==> src/rtl/mem_transpose_pkg.sv <==
`default_nettype none
// ============================================================================
//  Module      : mem_transpose_pkg
//  Description : Shared types and constants for the transposing tile reader.
//  Revision    : 1.0  initial release
// ============================================================================
package mem_transpose_pkg;

    typedef enum logic [1:0] {
        ST_IDLE  = 2'd0,
        ST_ISSUE = 2'd1,
        ST_DRAIN = 2'd2,
        ST_EMIT  = 2'd3
    } mtr_state_e;

    localparam int MEM_RD_LATENCY  = 2;
    localparam int DEF_DATA_WIDTH  = 160;
    localparam int DEF_HEIGHT      = 128;
    localparam int DEF_TILE        = 16;

endpackage
`default_nettype wire

==> src/rtl/mem_transpose_reader_if.sv <==
`default_nettype none
// ============================================================================
//  Module      : mem_transpose_reader_if
//  Description : Request, array read port and output stream of the reader.
//  Revision    : 1.0  initial release
// ============================================================================
interface mem_transpose_reader_if #(
    parameter int DATA_WIDTH = 160,
    parameter int ADDR_LEN   = 7,
    parameter int COL_LEN    = 8,
    parameter int TILE       = 16
);
    logic                  start;
    logic [ADDR_LEN-1:0]   base_addr;
    logic [COL_LEN-1:0]    col_off;
    logic                  busy;
    logic                  done;
    logic                  err;
    logic [ADDR_LEN-1:0]   mem_raddr;
    logic [DATA_WIDTH-1:0] mem_rdata;
    logic                  out_valid;
    logic                  out_ready;
    logic [TILE-1:0]       out_data;
    logic                  out_last;

    modport master (
        output start, base_addr, col_off, mem_rdata, out_ready,
        input  busy, done, err, mem_raddr, out_valid, out_data, out_last
    );

    modport slave (
        input  start, base_addr, col_off, mem_rdata, out_ready,
        output busy, done, err, mem_raddr, out_valid, out_data, out_last
    );
endinterface
`default_nettype wire

==> src/rtl/mtr_tile_buffer.sv <==
`default_nettype none
// ============================================================================
//  Module      : mtr_tile_buffer
//  Description : TILE x TILE register file, row write port, column read port.
//  Revision    : 1.0  initial release
// ============================================================================
module mtr_tile_buffer #(
    parameter int TILE  = 16,
    parameter int IDX_W = $clog2(TILE)
) (
    input  logic             clk,
    input  logic             rst,
    input  logic             wr_en_i,
    input  logic [IDX_W-1:0] wr_idx_i,
    input  logic [TILE-1:0]  wr_row_i,
    input  logic [IDX_W-1:0] rd_col_i,
    output logic [TILE-1:0]  rd_data_o
);
    logic [TILE-1:0] rows_q [TILE];

    always_ff @(posedge clk) begin
        if (rst) begin
            for (int r = 0; r < TILE; r++) begin
                rows_q[r] <= '0;
            end
        end else if (wr_en_i) begin
            rows_q[wr_idx_i] <= wr_row_i;
        end
    end

    // Bit r of the column word comes from row r: this is the transpose.
    always_comb begin
        rd_data_o = '0;
        for (int r = 0; r < TILE; r++) begin
            rd_data_o[r] = rows_q[r][rd_col_i];
        end
    end
endmodule
`default_nettype wire

==> src/rtl/mem_transpose_reader.sv <==
`default_nettype none
// ============================================================================
//  Module      : mem_transpose_reader
//  Description : Fetches a TILE x TILE bit tile from the cell array and
//                streams it out column by column. Optional macro
//                MTR_RANGE_CHECK_EN rejects tiles running past DATA_WIDTH.
//  Revision    : 1.0  initial release
// ============================================================================
module mem_transpose_reader #(
    parameter int DATA_WIDTH = mem_transpose_pkg::DEF_DATA_WIDTH,
    parameter int HEIGHT     = mem_transpose_pkg::DEF_HEIGHT,
    parameter int ADDR_LEN   = $clog2(HEIGHT),
    parameter int TILE       = mem_transpose_pkg::DEF_TILE,
    parameter int COL_LEN    = $clog2(DATA_WIDTH)
) (
    input  logic                 clk,
    input  logic                 rst,
    mem_transpose_reader_if.slave bus
);
    import mem_transpose_pkg::*;

    localparam int                IDX_W     = $clog2(TILE);
    localparam int                CAP_DEPTH = MEM_RD_LATENCY + 1;
    localparam logic [IDX_W-1:0]  IDX_LAST  = IDX_W'(TILE - 1);
    localparam logic [IDX_W-1:0]  IDX_PENUL = IDX_W'(TILE - 2);
    localparam logic [ADDR_LEN-1:0] ADDR_LAST = ADDR_LEN'(HEIGHT - 1);

    mtr_state_e            state_q;
    logic                  busy_q, done_q, err_q;
    logic                  out_valid_q, out_last_q;
    logic [TILE-1:0]       out_data_q;
    logic [ADDR_LEN-1:0]   raddr_q, raddr_d;
    logic [COL_LEN-1:0]    col_q;
    logic [IDX_W-1:0]      iss_q, cap_q, beat_q;
    logic [CAP_DEPTH-1:0]  vld_q;

    logic                  w_reject, w_issue, w_capture;
    logic [TILE-1:0]       w_row, w_col_data;
    logic [IDX_W-1:0]      w_rd_col;

`ifdef MTR_RANGE_CHECK_EN
    assign w_reject = (int'(bus.col_off) > DATA_WIDTH - TILE);
`else
    assign w_reject = 1'b0;
`endif

    assign raddr_d   = (raddr_q == ADDR_LAST) ? '0 : raddr_q + ADDR_LEN'(1);
    assign w_issue   = ((state_q == ST_IDLE) && bus.start && !w_reject) ||
                       ((state_q == ST_ISSUE) && (iss_q != IDX_LAST));
    assign w_capture = vld_q[CAP_DEPTH-1];
    assign w_rd_col  = (state_q == ST_EMIT) ? beat_q + IDX_W'(1) : '0;

    // Columns beyond the array width read as zero.
    always_comb begin
        int idx;
        w_row = '0;
        idx   = 0;
        for (int k = 0; k < TILE; k++) begin
            idx = int'(col_q) + k;
            if (idx < DATA_WIDTH) begin
                w_row[k] = bus.mem_rdata[idx[COL_LEN-1:0]];
            end
        end
    end

    mtr_tile_buffer #(
        .TILE  (TILE),
        .IDX_W (IDX_W)
    ) u_buf (
        .clk       (clk),
        .rst       (rst),
        .wr_en_i   (w_capture),
        .wr_idx_i  (cap_q),
        .wr_row_i  (w_row),
        .rd_col_i  (w_rd_col),
        .rd_data_o (w_col_data)
    );

    always_ff @(posedge clk) begin
        if (rst) begin
            state_q     <= ST_IDLE;
            busy_q      <= 1'b0;
            done_q      <= 1'b0;
            err_q       <= 1'b0;
            out_valid_q <= 1'b0;
            out_last_q  <= 1'b0;
            out_data_q  <= '0;
            raddr_q     <= '0;
            col_q       <= '0;
            iss_q       <= '0;
            cap_q       <= '0;
            beat_q      <= '0;
            vld_q       <= '0;
        end else begin
            done_q <= 1'b0;
            err_q  <= 1'b0;
            vld_q  <= {vld_q[CAP_DEPTH-2:0], w_issue};
            if (w_capture) begin
                cap_q <= (cap_q == IDX_LAST) ? '0 : cap_q + IDX_W'(1);
            end

            case (state_q)
                ST_IDLE: begin
                    if (bus.start) begin
                        if (w_reject) begin
                            err_q <= 1'b1;
                        end else begin
                            state_q <= ST_ISSUE;
                            busy_q  <= 1'b1;
                            raddr_q <= bus.base_addr;
                            col_q   <= bus.col_off;
                            iss_q   <= '0;
                            cap_q   <= '0;
                        end
                    end
                end
                ST_ISSUE: begin
                    if (iss_q == IDX_LAST) begin
                        state_q <= ST_DRAIN;
                    end else begin
                        iss_q   <= iss_q + IDX_W'(1);
                        raddr_q <= raddr_d;
                    end
                end
                ST_DRAIN: begin
                    // The last row lands in the buffer on this same edge, so
                    // its bit of column 0 is forwarded from the capture path.
                    if (w_capture && (cap_q == IDX_LAST)) begin
                        state_q     <= ST_EMIT;
                        out_valid_q <= 1'b1;
                        out_last_q  <= 1'b0;
                        beat_q      <= '0;
                        out_data_q  <= {w_row[0], w_col_data[TILE-2:0]};
                    end
                end
                ST_EMIT: begin
                    if (bus.out_ready) begin
                        if (beat_q == IDX_LAST) begin
                            state_q     <= ST_IDLE;
                            busy_q      <= 1'b0;
                            done_q      <= 1'b1;
                            out_valid_q <= 1'b0;
                            out_last_q  <= 1'b0;
                            out_data_q  <= '0;
                        end else begin
                            beat_q     <= beat_q + IDX_W'(1);
                            out_data_q <= w_col_data;
                            out_last_q <= (beat_q == IDX_PENUL);
                        end
                    end
                end
                default: state_q <= ST_IDLE;
            endcase
        end
    end

    assign bus.busy      = busy_q;
    assign bus.done      = done_q;
    assign bus.err       = err_q;
    assign bus.mem_raddr = raddr_q;
    assign bus.out_valid = out_valid_q;
    assign bus.out_last  = out_last_q;
    assign bus.out_data  = out_data_q;
endmodule
`default_nettype wire
==> src/flat_wrapper.sv <==
// flat-port wrapper written by rule: the top's interface ports become plain ports
module mem_transpose_reader_flat import mem_transpose_pkg::*;
#(
    parameter int DATA_WIDTH = mem_transpose_pkg::DEF_DATA_WIDTH,
    parameter int HEIGHT     = mem_transpose_pkg::DEF_HEIGHT,
    parameter int ADDR_LEN   = $clog2(HEIGHT),
    parameter int TILE       = mem_transpose_pkg::DEF_TILE,
    parameter int COL_LEN    = $clog2(DATA_WIDTH)
)
  (clk, rst, bus_start, bus_base_addr, bus_col_off, bus_mem_rdata, bus_out_ready, bus_busy, bus_done, bus_err, bus_mem_raddr, bus_out_valid, bus_out_data, bus_out_last);
  mem_transpose_reader_if #(.DATA_WIDTH(DATA_WIDTH), .ADDR_LEN(ADDR_LEN), .COL_LEN(COL_LEN), .TILE(TILE)) bus_i ();
  input  logic clk;
  input  logic rst;
  input wire logic [$bits(bus_i.start)-1:0] bus_start;
  input wire logic [$bits(bus_i.base_addr)-1:0] bus_base_addr;
  input wire logic [$bits(bus_i.col_off)-1:0] bus_col_off;
  input wire logic [$bits(bus_i.mem_rdata)-1:0] bus_mem_rdata;
  input wire logic [$bits(bus_i.out_ready)-1:0] bus_out_ready;
  output wire logic [$bits(bus_i.busy)-1:0] bus_busy;
  output wire logic [$bits(bus_i.done)-1:0] bus_done;
  output wire logic [$bits(bus_i.err)-1:0] bus_err;
  output wire logic [$bits(bus_i.mem_raddr)-1:0] bus_mem_raddr;
  output wire logic [$bits(bus_i.out_valid)-1:0] bus_out_valid;
  output wire logic [$bits(bus_i.out_data)-1:0] bus_out_data;
  output wire logic [$bits(bus_i.out_last)-1:0] bus_out_last;
  assign bus_i.start = bus_start;
  assign bus_i.base_addr = bus_base_addr;
  assign bus_i.col_off = bus_col_off;
  assign bus_i.mem_rdata = bus_mem_rdata;
  assign bus_i.out_ready = bus_out_ready;
  assign bus_busy = bus_i.busy;
  assign bus_done = bus_i.done;
  assign bus_err = bus_i.err;
  assign bus_mem_raddr = bus_i.mem_raddr;
  assign bus_out_valid = bus_i.out_valid;
  assign bus_out_data = bus_i.out_data;
  assign bus_out_last = bus_i.out_last;
  mem_transpose_reader #(.DATA_WIDTH(DATA_WIDTH), .HEIGHT(HEIGHT), .ADDR_LEN(ADDR_LEN), .TILE(TILE), .COL_LEN(COL_LEN)) u_core (.clk(clk), .rst(rst), .bus(bus_i));
endmodule
==> config.mk <==
export PLATFORM = sky130hd
export DESIGN_NAME = mem_transpose_reader_flat
export DESIGN_NICKNAME = d
export VERILOG_FILES = /design/src/rtl/mem_transpose_pkg.sv /design/src/rtl/mem_transpose_reader_if.sv /design/src/rtl/mtr_tile_buffer.sv /design/src/rtl/mem_transpose_reader.sv /design/src/flat_wrapper.sv
export SDC_FILE = /design/constraint.sdc
export NUM_CORES = 1
export LEC_CHECK = 0
export ABC_CLOCK_PERIOD_IN_PS = 6620
export BUFFER_PORTS_ARGS = -buffer_cell sky130_fd_sc_hd__buf_4
export CORE_MARGIN = 2
export CORE_UTILIZATION = 51
export CTS_BUF_LIST = sky130_fd_sc_hd__clkbuf_4
export CTS_CLUSTER_DIAMETER = 200
export DETAILED_ROUTE_END_ITERATION = 7
export MAX_ROUTING_LAYER = met4
export PLACE_DENSITY = 0.69
export SKIP_LAST_GASP = 1
export SLEW_MARGIN = 40
export SYNTH_ARGS = -nofsm -noshare
export SYNTH_HDL_FRONTEND = slang
export SYNTH_SLANG_ARGS = --single-unit
==> constraint.sdc <==
create_clock -name clk -period 6.62 [get_ports clk]
set_input_delay 0.993 -clock clk [delete_from_list [all_inputs] [get_ports clk]]
set_output_delay 0.993 -clock clk [all_outputs]
set_load 0.05 [all_outputs]
==> qor.csv <==
metric,value,unit
final_cell_mix,"nor2_1 (319), mux4_2 (297), edfxtp_1 (256), buf_4 (252), nand2_1 (246)",
crit_arrival,5.59,ns
postCtsHoldBufs,0,
io_pins,207,
finalCriticalPeriod,5.11,ns
nFillCells,4428,
gp_congestion,1.14,
slowest_delay,0.72,ns
grt_pass1_vias,22600,
rsz0062_at_grt,no,
synth_edf_count,256,
ys_types,87,
antenna_left,0,
die_x,235,um
synth.avg_cell_area,11.1,um^2
cts_root_buf,clkbuf_4,
skew,0.0713,ns
grt_pass1_wl,148,mm
crit_chain,inv_1 -> ha_4 -> mux4_4 -> mux2i_1 -> mux2i_1 -> mux4_2 -> nand2b_1 -> a21oi_1 -> or2_2 -> nor2_1,
die_h,235,um
syn_nets,2648,
clock-sinks,308,
reg2reg_depth,10,
cp_slowest_cell,ha_4,
crit_type,register to register,
dp_hpwl,70.7,mm
num_vias,23600,
final_common_cell,nor2_1,
hold_viol,0,
die_area,55000,um^2
hold_path_class,register to register,
fin_tns_setup,0,ns
crit_family,multiplexers,
vias_per_cell,7.12,
finalCritPeriodShare,0.772,
final_nets,2761,
hp-start,u_core.vld_q[0],
cts_buffers,81,
clkTransAtPathRegs,0.07,ns
cts_setup_buffers,0,
syn2layout_area_growth,11.2,%
first_pass_iters,8,
grt_antenna_before_repair,3,
htreeDepth,3,
clk_latency,0.81,ns
syn_inst,2443,
grt_start_max_net_pins,121,
fmaxAchievable,196,MHz
ys_seq_area_frac,0.322,
path_buf_inv,1,
regToRegStartpoint,u_core.col_q[2],
ir_drop,0.242,mV
synthArstFlopShare,0,
core,52600,um^2
grt.overflow.total,0,
p_total,10.4,mW
row_count,84,
power-per-cell-area,344,nW/um^2
clk_path_buf_depth,3,
startpoint,u_core.col_q[2],
r2r_slack,1.51,ns
ff_latch_area,8740,um^2
cts_resized,0,
worst_setup_path_start_kind,register,
slew_headroom,0.383,
wl_per_cell,30.5,um
synth_seq_cells,308,
worst_pin_slew,0.919,ns
synth_ff_type,edfxtp_1,
drive_gt1_frac,0.305,
cp-endpoint,u_core.u_buf.rows_q[3][6],
worstSetupEndpointType,register,
drv_cap,0,
cp.required,7.10,ns
cp.depth,10,
numPortBuffers,205,
syn_area,27100,um^2
initial_utilization,0.516,
drc_errors,0,
track_usage,0.378,
finalWirelength,101,mm
slew_viol_final,0,
path_common_cell,mux2i_1,
multi_input_comb_area,17300,um^2
cp_max_fo,33,
drt_iter0_markers,2816,
status,finished clean,
cts_tree,built,
setup_viol,0,
yosysWarnings,0,
p_leak,10.7,nW
rr_endpoint,u_core.u_buf.rows_q[3][6],
[worst reg2reg max path: stages, from the launching register on]
cell and delay [ns]:
dfxtp_4 0.69, inv_1 0.31, ha_4 0.72, mux4_4 0.60, mux2i_1 0.63, mux2i_1 0.19
mux4_2 0.55, nand2b_1 0.17, a21oi_1 0.34, or2_2 0.51, nor2_1 0.09
[synth_stat cells (10+ instances only)]
cell type      instances  share of area
nor2_1               319          0.044
mux4_2               297           0.25
edfxtp_1             256           0.28
nand2_1              248          0.034
mux2i_1              160          0.059
clkbuf_1             104          0.014
a21oi_1               96          0.018
a211oi_1              92          0.025
and2_1                71          0.016
nor3_1                71          0.013
xnor2_1               53          0.017
dfxtp_1               52          0.038
a31oi_1               45          0.010
nand3_1               45         0.0083
buf_2                 39         0.0072
a311oi_1              32          0.010
buf_4                 30         0.0083
mux2_2                29          0.012
buf_1                 26         0.0036
ha_1                  26          0.012
nand2b_1              25         0.0058
a22oi_1               24         0.0066
o21ai_0               24         0.0044
mux4_1                23          0.022
inv_1                 22         0.0030
nor2b_1               21         0.0048
buf_6                 19         0.0079
nand4_1               12         0.0028
a221oi_1              11         0.0036
dlygate4sd3_1         10         0.0037
o22ai_1               10         0.0023
xor2_1                10         0.0032
[registers in the layout, indices dropped and copies added (netlist names)]
name,flops
u_core.u_buf.rows_q,256
u_core.bus.out_data,16
u_core.col_q,8
u_core.bus.mem_raddr,7
u_core.beat_q,4
u_core.cap_q,4
u_core.iss_q,4
u_core.vld_q,3
u_core.state_q,2
u_core.bus.busy,1
u_core.bus.done,1
u_core.bus.out_last,1
u_core.bus.out_valid,1
[logic make-up after synthesis]
| group | after synthesis | share of synthesized area |
|---|---|---|
| buffers and inverters | 261 | 0.0524 |
| and+or+nand+nor | 862 | 0.143 |
| muxes | 513 | 0.344 |
| xor gates and xnor gates | 66 | 0.0221 |
| DFF | 308 | 0.322 |
| adders and majority gates | 26 | 0.0120 |
| AOI/OAI and AO/OA | 406 | 0.104 |
| other | 1 | 0.000138 |
[report_power, final]
part,leakage (nW),internal [mW],switching [mW],total (mW)
sequential,3.07,2.21,0.101,2.31
combinational,7.01,2.42,3.93,6.34
clock,0.632,0.910,0.797,1.71
[worst min path at each step]
stage,to,cells after the start
floorplan,u_core.vld_q[1],1
global placement,u_core.vld_q[2],1
detailed placement,u_core.vld_q[2],1
CTS,u_core.col_q[4],3
global route,u_core.col_q[4],3
finish,u_core.vld_q[1],1
[layout make-up]
| type | instances | area share |
|---|---|---|
| Inverter | 27 | 0.00336 |
| Tap cell | 688 | 0.0286 |
| Clock inverter | 17 | 0.00365 |
| Multi-Input combinational cell | 1874 | 0.573 |
| Antenna cell | 5 | 0.000415 |
| Sequential cell | 308 | 0.290 |
| Clock buffer | 127 | 0.0316 |
| Timing Repair Buffer | 264 | 0.0698 |
[through the flow]
| stage | hold WS (ns) | util | cell area (um^2) | setup slack [ns] | std cells |
|---|---|---|---|---|---|
| after floorplan | 0.414 | - | 27100 | 1.61 | 2443 |
| after global placement | 0.432 | 0.548 | 28800 | 1.67 | 3154 |
| after detailed placement | 0.428 | 0.551 | 29000 | 1.72 | 3157 |
| after CTS | 0.389 | 0.571 | 30000 | 1.67 | 3301 |
| after global routing | 0.390 | 0.574 | 30100 | 1.50 | 3309 |
| final | 0.438 | 0.574 | 30100 | 1.51 | 3310 |
[per-layer routing]
metal,vias to the layer above,part of all wire,track usage
li1,9843,-,-
met2,1538,0.47,0.585
met1,11800,0.36,0.461
met5,-,0,-
met4,0,0.068,0.225
met3,381,0.096,0.0763
No activity file was read; power rests on OpenSTA's default activity.
